<file path="src/rtl/tile_skew_feeder.sv">
`default_nettype none
// ============================================================================
// Module   : tile_skew_feeder
// Brief    : Accepts K_LEN unskewed fmap/weight beats and drives them onto the
//            systolic tile with lane k delayed k cycles, then zero-flushes.
// Revision : 1.0 - initial release
// ============================================================================
module tile_skew_feeder #(
    parameter int D_BW  = 8,
    parameter int ROWS  = 5,
    parameter int COLS  = 5,
    parameter int K_LEN = 25
) (
    input  logic                 clk,
    input  logic                 rst,
    input  logic                 i_start,
    input  logic                 i_valid,
    output logic                 o_ready,
    input  logic [D_BW*ROWS-1:0] i_fmap_vec,
    input  logic [D_BW*COLS-1:0] i_weight_vec,
    output logic [D_BW*ROWS-1:0] o_fmap,
    output logic [D_BW*COLS-1:0] o_weight,
    output logic                 o_en_tf,
    output logic                 o_busy,
    output logic                 o_done,
    output logic                 o_underrun
);

    localparam int c_MAXD  = ((ROWS > COLS) ? ROWS : COLS) - 1;
    localparam int c_CNT_W = $clog2(K_LEN + 1);
    localparam int c_DRN_W = (c_MAXD > 1) ? $clog2(c_MAXD) : 1;

    localparam logic [c_CNT_W-1:0] c_CNT_LAST = c_CNT_W'(K_LEN - 1);
    localparam logic [c_CNT_W-1:0] c_CNT_ONE  = c_CNT_W'(1);
    localparam logic [c_DRN_W-1:0] c_DRN_LAST = c_DRN_W'((c_MAXD > 0) ? (c_MAXD - 1) : 0);
    localparam logic [c_DRN_W-1:0] c_DRN_ONE  = c_DRN_W'(1);

    typedef enum logic [1:0] {
        S_IDLE  = 2'd0,
        S_FEED  = 2'd1,
        S_DRAIN = 2'd2,
        S_DONE  = 2'd3
    } state_t;

    state_t               r_state;
    state_t               w_state_nxt;
    logic [c_CNT_W-1:0]   r_cnt;
    logic [c_CNT_W-1:0]   w_cnt_nxt;
    logic [c_DRN_W-1:0]   r_drn;
    logic [c_DRN_W-1:0]   w_drn_nxt;
    logic                 r_underrun;
    logic                 w_underrun_nxt;
    logic                 r_en_tf;
    logic                 w_en_tf_nxt;
    logic                 w_hs;

    assign w_hs = i_valid & (r_state == S_FEED);

    always_ff @(posedge clk or posedge rst) begin
        if (rst) begin
            r_state    <= S_IDLE;
            r_cnt      <= '0;
            r_drn      <= '0;
            r_underrun <= 1'b0;
            r_en_tf    <= 1'b0;
        end else begin
            r_state    <= w_state_nxt;
            r_cnt      <= w_cnt_nxt;
            r_drn      <= w_drn_nxt;
            r_underrun <= w_underrun_nxt;
            r_en_tf    <= w_en_tf_nxt;
        end
    end

    always_comb begin
        w_state_nxt    = r_state;
        w_cnt_nxt      = r_cnt;
        w_drn_nxt      = r_drn;
        w_underrun_nxt = r_underrun;
        w_en_tf_nxt    = 1'b0;
        case (r_state)
            S_IDLE: begin
                if (i_start) begin
                    w_state_nxt    = S_FEED;
                    w_cnt_nxt      = '0;
                    w_underrun_nxt = 1'b0;
                end
            end
            S_FEED: begin
                if (w_hs) begin
                    // Lane 0 shows beat 0 one cycle after its handshake.
                    w_en_tf_nxt = (r_cnt == '0);
                    w_cnt_nxt   = r_cnt + c_CNT_ONE;
                    if (r_cnt == c_CNT_LAST) begin
                        w_drn_nxt   = '0;
                        w_state_nxt = (c_MAXD == 0) ? S_DONE : S_DRAIN;
                    end
                end else begin
                    w_underrun_nxt = 1'b1;
                end
            end
            S_DRAIN: begin
                w_drn_nxt = r_drn + c_DRN_ONE;
                if (r_drn == c_DRN_LAST) begin
                    w_state_nxt = S_DONE;
                end
            end
            S_DONE: begin
                w_state_nxt = S_IDLE;
            end
            default: begin
                w_state_nxt = S_IDLE;
            end
        endcase
    end

    assign o_ready    = (r_state == S_FEED);
    assign o_busy     = (r_state != S_IDLE);
    assign o_done     = (r_state == S_DONE);
    assign o_underrun = r_underrun;
    assign o_en_tf    = r_en_tf;

    // Lane k is a k+1 deep shift chain; non-handshake cycles inject zeros.
    generate
        for (genvar r = 0; r < ROWS; r++) begin : g_fmap_lane
            logic [D_BW-1:0] r_pipe [0:r];
            always_ff @(posedge clk or posedge rst) begin
                if (rst) begin
                    for (int i = 0; i <= r; i++) begin
                        r_pipe[i] <= '0;
                    end
                end else begin
                    r_pipe[0] <= w_hs ? i_fmap_vec[r*D_BW +: D_BW] : '0;
                    for (int i = 1; i <= r; i++) begin
                        r_pipe[i] <= r_pipe[i-1];
                    end
                end
            end
            assign o_fmap[r*D_BW +: D_BW] = r_pipe[r];
        end

        for (genvar c = 0; c < COLS; c++) begin : g_weight_lane
            logic [D_BW-1:0] r_pipe [0:c];
            always_ff @(posedge clk or posedge rst) begin
                if (rst) begin
                    for (int i = 0; i <= c; i++) begin
                        r_pipe[i] <= '0;
                    end
                end else begin
                    r_pipe[0] <= w_hs ? i_weight_vec[c*D_BW +: D_BW] : '0;
                    for (int i = 1; i <= c; i++) begin
                        r_pipe[i] <= r_pipe[i-1];
                    end
                end
            end
            assign o_weight[c*D_BW +: D_BW] = r_pipe[c];
        end
    endgenerate

endmodule
`default_nettype wire

</file>
<file path="config.mk">
export PLATFORM = sky130hd
export DESIGN_NAME = tile_skew_feeder
export DESIGN_NICKNAME = d
export VERILOG_FILES = /design/src/rtl/tile_skew_feeder.sv
export SDC_FILE = /design/constraint.sdc
export NUM_CORES = 1
export LEC_CHECK = 0
export BUFFER_PORTS_ARGS = -buffer_cell sky130_fd_sc_hd__buf_2
export CAP_MARGIN = 20
export CORE_UTILIZATION = 53
export CTS_CLUSTER_DIAMETER = 60
export CTS_CLUSTER_SIZE = 25
export DETAILED_ROUTE_END_ITERATION = 6
export GPL_TIMING_DRIVEN = 0
export PLACE_DENSITY = 0.78
export RECOVER_POWER = 100
export SYNTH_ARGS = -nofsm -noshare
export SYNTH_HDL_FRONTEND = slang
export SYNTH_SLANG_ARGS = --single-unit
</file>
<file path="constraint.sdc">
create_clock -name clk -period 9.88 [get_ports clk]
set_clock_uncertainty 0.05 [all_clocks]
set_input_delay 0.494 -clock clk [delete_from_list [all_inputs] [get_ports clk]]
set_output_delay 0.494 -clock clk [all_outputs]
set_load 0.02 [all_outputs]
</file>
==> results.md, run 1 <==
* Worst-skew pair later-pin latency at 0.47 ns
* Util after Layout at 0.651
* RSZ-0062 raised after global routing: false
* CTS Root Cell: clkbuf_16
* Area contributors post-synth: dfrtp_1 (81%), and3_1 (6.4%), buf_4 (6.2%)
* DP Area at between 0.008 and 0.009 sq mm
* Via-to-Cell Ratio at roughly 4.7
* Mapped Nets at 564
* Final hold viol count at 0
* Cell family with most CP delay: buffers and inverters
* IO Port Bufs at 167
* # hold bufs at CTS at 0
* Horiz. Die Dim at approximately 120 um
* Type of origin of the critical path: input port
* P_leak at 0.00512 uW
* Core area at about 0.014 sq mm
* #FFs+latches synth at 251
* Gate Count Post-Synth at approximately 470
* DR vias at around 3.9k
* Synth Flop Type: dfrtp_1
* Post-synth EDFFs at 0
* Post-Syn Area at between 0.007 and 0.008 sq mm
* Final number of setup-violating endpoints at 0
* Hold crit path type: input port to register
* Least-Margin Pin Slew at 5.30 ns
* P&R area growth vs syn at 18.2%
* Synth warn at 0
* Failing checks: max-capacitance violations, max-slew violations
* Crit end category: asynchronous set/reset pin
* Max VDD drop at 0.000190 V
* Final instance area at around 0.0092 sq mm
* Die area at between 0.015 and 0.02 sq mm
* Sink Count at ~250
* CP Class: input port to asynchronous set/reset pin
* Bufs on Longest Clock Path at 3
* Worst-path clk slew at approximately 0.090 ns
* DR pass1 iterations at 4
* Largest net degree at the start of global routing at roughly 130
* Crit path buf inv count at 2
* Initial antenna violation count at 1
* Distinct cells, synth at 30
* Worst slew margin at -2.56
* HPWL Detailed at approximately 8.5 mm
* Setup WS pre-CTS at roughly 7.9 ns
* Avg Inst Size Synth at between 15 and 20 sq um
* Io pins at between 150 and 200
* Post-CTS setup buffers at 0
* # rows at 43
* Detailed-route wire length at about 13 mm
* Final TNS setup at 0 ns
* Critical Path AT at about 3.6 ns
* Crit Path Max Fanout at ~130
* GRT Overall Usage at 0.175
* Initial DRC Count at 162
* Die H at ~120 um
* Sequential share of the synthesized area at 0.809
* DRC viols at 0
* Fin crit share at 0.411
* Count of nets after finishing at about 750
* Num CTS Buffers at 15
* Final GP Congestion at about 0.75
* Status: finished, violations left
* Crit path time final at roughly 4.1 ns
* Vias in the first global route at 4100
* Htree depth at 1
* Initial core utilization at 0.551
* Total power at approximately 2200 uW
* Max incr delay on CP at about 2.9 ns
* Layout cell share with drive strength beyond 1 at 0.266
* Maxcap violations at 1
* Max Slew Vio Count at approximately 130
* Fillers at approximately 1.1k
* Area leader, netlist: dfrtp_1
* Wire per inst at 15.0 um
* Synth async-reset ratio at 1.00
* Worst setup margin at 5.82 ns
* First-pass GRT wire length at ~20 mm
* Post-synth top area share at 0.809
* Critical Path, Cell by Cell: buf_2 > clkinvlp_2
* Most frequent cells in the layout: dfrtp_1 (251), clkbuf_1 (104), buf_2 (83), and3_1 (80), buf_4 (64)
* Cell Pwr Density at 245 mW/mm^2
* CTS tree: done
* Max Fclk at ~250 MHz
* Antenna Nets Post-Route at 0
* Critical path required time at ~9.5 ns
* Commonest non-fill, non-tap cell in the layout: dfrtp_1
* Gr ovfl total at 0
* CP max-delay cell: clkinvlp_2
* Cts repair resizes at 0
* # diodes at 0
-- per-stage QoR --
| stage | hold slack [ns] | instances |
|---|---|---|
| floorplan | 0.281 | 472 |
| global placement | 0.281 | 819 |
| detailed placement | 0.285 | 820 |
| CTS | 0.170 | 842 |
| global route | 0.192 | 842 |
| finish | 0.204 | 842 |
-- routing by layer --
metal / wire length, um / vias up / GRT usage / part of all wire
met4: 369 / 2 / 0.0685 / 0.029
li1: - / 1833 / - / -
met2: 6250 / 124 / 0.296 / 0.50
met1: 5190 / 1951 / 0.222 / 0.41
met3: 792 / 33 / 0.0378 / 0.063
met5: 12 / - / 0 / 0.00095
-- flip-flops by register name, indices dropped and copies added (netlist names) --
| signal | flops |
|---|---|
| r_cnt | 5 |
| r_state | 2 |
| g_fmap_lane.r_pipe | 88 |
| o_en_tf | 1 |
| r_drn | 2 |
| o_weight | 32 |
| g_weight_lane.r_pipe | 88 |
| o_underrun | 1 |
| o_fmap | 32 |
-- area by class of cell --
cell class | count | area [sq um] | share of cell area
buffer | 84 | 564 | 0.0615
clock buffer | 17 | 393 | 0.0428
clock inverter | 5 | 52.6 | 0.00572
inverter | 7 | 27.5 | 0.00300
multi-input combinational | 130 | 882 | 0.0961
sequential | 251 | 6280 | 0.684
tap | 180 | 225 | 0.0245
timing repair buffer | 168 | 757 | 0.0824
-- synth_stat cells (2+ instances only) --
| cell type | number |
|---|---|
| nand4_1 | 2 |
| buf_2 | 3 |
| and3_1 | 80 |
| inv_1 | 7 |
| o21ai_0 | 4 |
| nand3_1 | 3 |
| buf_4 | 64 |
| a22o_1 | 3 |
| ha_1 | 8 |
| and2_1 | 2 |
| nand2b_1 | 3 |
| a21oi_1 | 2 |
| dfrtp_1 | 251 |
| xor2_1 | 2 |
| nor2_1 | 5 |
| clkbuf_1 | 16 |
| nand2_1 | 4 |
-- worst paths after layout --
kind,startpoint,end,slack (ns),cells past startpoint
hold reg to reg,g_fmap_lane[1].r_pipe[14],o_fmap[14],0.29,0
hold / removal,i_weight_vec[8],g_weight_lane[1].r_pipe[8],0.20,2
setup / recovery,rst,g_fmap_lane[0].r_pipe[0],5.82,2
min in group asynchronous,rst,o_fmap[33],1.62,2
max in group clk,r_state[1],g_weight_lane[1].r_pipe[10],7.61,6
setup reg to reg,r_state[1],g_weight_lane[1].r_pipe[10],7.61,6
-- kinds of logic after synthesis --
family / synth area share
flip-flops: 0.809
adder cells (fa/ha/maj): 0.0129
XOR/XNOR: 0.00226
AO/OA/AOI/OAI: 0.0132
multiplexers: 0.00338
buffers and inverters: 0.0764
AND/OR/NAND/NOR: 0.0833
-- power breakdown --
group / total, uW / switching, uW / internal, uW / leakage [uW]
sequential: 1230 / 51.8 / 1180 / 0.00344
clock: 621 / 325 / 296 / 0.000221
combinational: 398 / 244 / 154 / 0.00146
(Power assumes the default switching activity.)
==> inputs of run 2 (changes only) <==
--- a/config.mk
+++ b/config.mk
@@ -7,12 +7,12 @@
 export LEC_CHECK = 0
 export BUFFER_PORTS_ARGS = -buffer_cell sky130_fd_sc_hd__buf_2
 export CAP_MARGIN = 20
-export CORE_UTILIZATION = 53
+export CORE_UTILIZATION = 48
 export CTS_CLUSTER_DIAMETER = 60
 export CTS_CLUSTER_SIZE = 25
 export DETAILED_ROUTE_END_ITERATION = 6
 export GPL_TIMING_DRIVEN = 0
-export PLACE_DENSITY = 0.78
+export PLACE_DENSITY = 0.75
 export RECOVER_POWER = 100
 export SYNTH_ARGS = -nofsm -noshare
 export SYNTH_HDL_FRONTEND = slang
==> constraint.sdc (replaced) <==
create_clock -name clk -period 3.26 [get_ports clk]
set_clock_uncertainty 0.05 [all_clocks]
set_input_delay 0.163 -clock clk [delete_from_list [all_inputs] [get_ports clk]]
set_output_delay 0.163 -clock clk [all_outputs]
set_load 0.02 [all_outputs]
==> results.md, run 2 (synthesis results as in run 1) <==
* GRT Overall Usage at 0.183 (+0.00814)
* # rows at 46 (+7.0%)
* Final GP Congestion at 0.800 (+6.1%)
* Core area at 0.0158 sq mm (+12%)
* Die H at 129 um (+5.0%)
* Io pins at 169 (unchanged)
* Crit Path Max Fanout at 10 (-92%)
* Post-CTS setup buffers at 0 (unchanged)
* Placed Instances at 861 (+5.0%)
* Crit path time final at about 2.4 ns
* DR vias at 4313 (+9.4%)
* Final Non-Filler Cells at 969 (+15%)
* Final number of setup-violating endpoints at 0 (unchanged)
* Critical path required time at 3.63 ns (-5.83 ns)
* Gr ovfl total at 0 (unchanged)
* Cell Pwr Density at 686 mW/mm^2 (+180%)
* Worst slew margin at 0.265 (+2.82)
* Max VDD drop at 0.000480 V (+150%)
* # hold bufs at CTS at 82 (+82)
* Largest net degree at the start of global routing at 50 (-61%)
* Bufs on Longest Clock Path at 3 (unchanged)
* P_leak at 0.00550 uW (+7.4%)
* Initial core utilization at 0.491 (-0.0603)
* Count of nets after finishing at 836 (+12%)
* Die area at 0.0167 sq mm (+10%)
* Type of origin of the critical path: register
* IO Port Bufs at 167 (unchanged)
* Final hold viol count at 0 (unchanged)
* Util after Layout at 0.640 (-0.0110)
* Antenna Nets Post-Route at 0 (unchanged)
* Critical path origin: r_state[1]
* CP Class: register to register
* Crit end category: register
* Hold crit path type: input port to register
* Worst Hold Launch: i_valid
* Fin crit share at 0.726
* Num CTS Buffers at 15 (unchanged)
* Worst-skew pair later-pin latency at 0.48 ns (about the same)
* Horiz. Die Dim at 129 um (+5.0%)
* Max Slew Vio Count at 0 (-100%)
* Maxcap violations at 0 (-1)
* Critical Path AT at 2.73 ns (-0.91 ns)
* Most frequent cells in the layout: dfrtp_1 (251), clkbuf_1 (105), buf_2 (82), dlygate4sd3_1 (82), and3_1 (80)
* Wire per inst at 15.0 um (about the same)
* Vias in the first global route at 4605 (+12%)
* DRC viols at 0 (unchanged)
* P&R area growth vs syn at 30.5%
* Cts repair resizes at 0 (unchanged)
* RSZ-0062 raised after global routing: false
* HPWL Detailed at 9.11 mm (+7.0%)
* Commonest non-fill, non-tap cell in the layout: dfrtp_1
* Worst-path clk slew at 0.09 ns (about the same)
* Final hold slack at 0.132 ns (-0.0722 ns)
* DR pass1 iterations at 4 (unchanged)
* CTS tree: done
* Max Fclk at 423 MHz
* Detailed-route wire length at 14.5 mm (+15%)
* Layout cell share with drive strength beyond 1 at 0.243 (-0.0225)
* CTS Root Cell: clkbuf_16
* Sink Count at 251 (unchanged)
* Fillers at 1143 (+5.8%)
* Final TNS setup at 0 ns (unchanged)
* Htree depth at 1 (unchanged)
* Total power at 6950 uW (+210%)
* Via-to-Cell Ratio at 4.45 (-5.0%)
* First-pass GRT wire length at 23.2 mm (+17%)
* Status: finished, final reports clean
* Least-Margin Pin Slew at 1.10 ns (-4.20 ns)
* Initial DRC Count at 141 (-13%)
* Top flop regs: g_fmap_lane.r_pipe (88), g_weight_lane.r_pipe (88)
* Initial antenna violation count at 1 (unchanged)
* R2r startpoint: r_state[1]
## run 2: where the power goes
part | internal [uW] | switching [uW] | leakage [uW]
Sequential | 3560 | 159 | 0.00344
Clock | 926 | 997 | 0.000229
Combinational | 536 | 777 | 0.00183
## run 2: final timing paths
path | to | slack [ns] | depth (start not counted)
max | g_weight_lane[1].r_pipe[10] | 0.89 | 6
min | o_en_tf | 0.13 | 4
max reg2reg | g_weight_lane[1].r_pipe[10] | 0.89 | 6
min reg2reg | g_weight_lane[2].r_pipe[8] | 0.30 | 0
max in group asynchronous | g_fmap_lane[0].r_pipe[4] | 1.19 | 6
min in group asynchronous | o_weight[16] | 0.25 | 3
## run 2: worst max-delay path, stage by stage (launching register included)
cell	delay, ns
dfrtp_1	0.42
inv_1	0.11
ha_1	0.18
clkbuf_1	0.46
clkbuf_1	0.47
clkbuf_1	0.38
and3_1	0.24
## run 2: area by class of cell
type | instances | area (sq um) | share of cell area
flip-flops and latches | 251 | 6280 | 0.620
repair buffers | 255 | 1640 | 0.162
diodes | 1 | 2.50 | 0.000247
inverters | 7 | 27.5 | 0.00272
clock buffers | 18 | 407 | 0.0401
clock inverters | 7 | 63.8 | 0.00629
well taps | 216 | 270 | 0.0267
plain buffers | 84 | 564 | 0.0557
multi-input cells | 130 | 882 | 0.0870
## run 2: metrics by stage
stage | cell area, sq um | worst slack (ns)
2_1_floorplan | 7770 | -0.255
3_3_place_gp | 8880 | -1.21
3_5_place_dp | 9000 | 1.29
4_1_cts | 10300 | 1.30
5_1_grt | 10100 | 0.704
6_report | 10100 | 0.894
## run 2: routing by layer
metal	global-route usage	up-vias	wire [um]
li1	-	2007	-
met1	0.231	2135	5910
met2	0.314	138	7350
met3	0.0334	33	794
met4	0.0747	0	473
met5	0	-	0
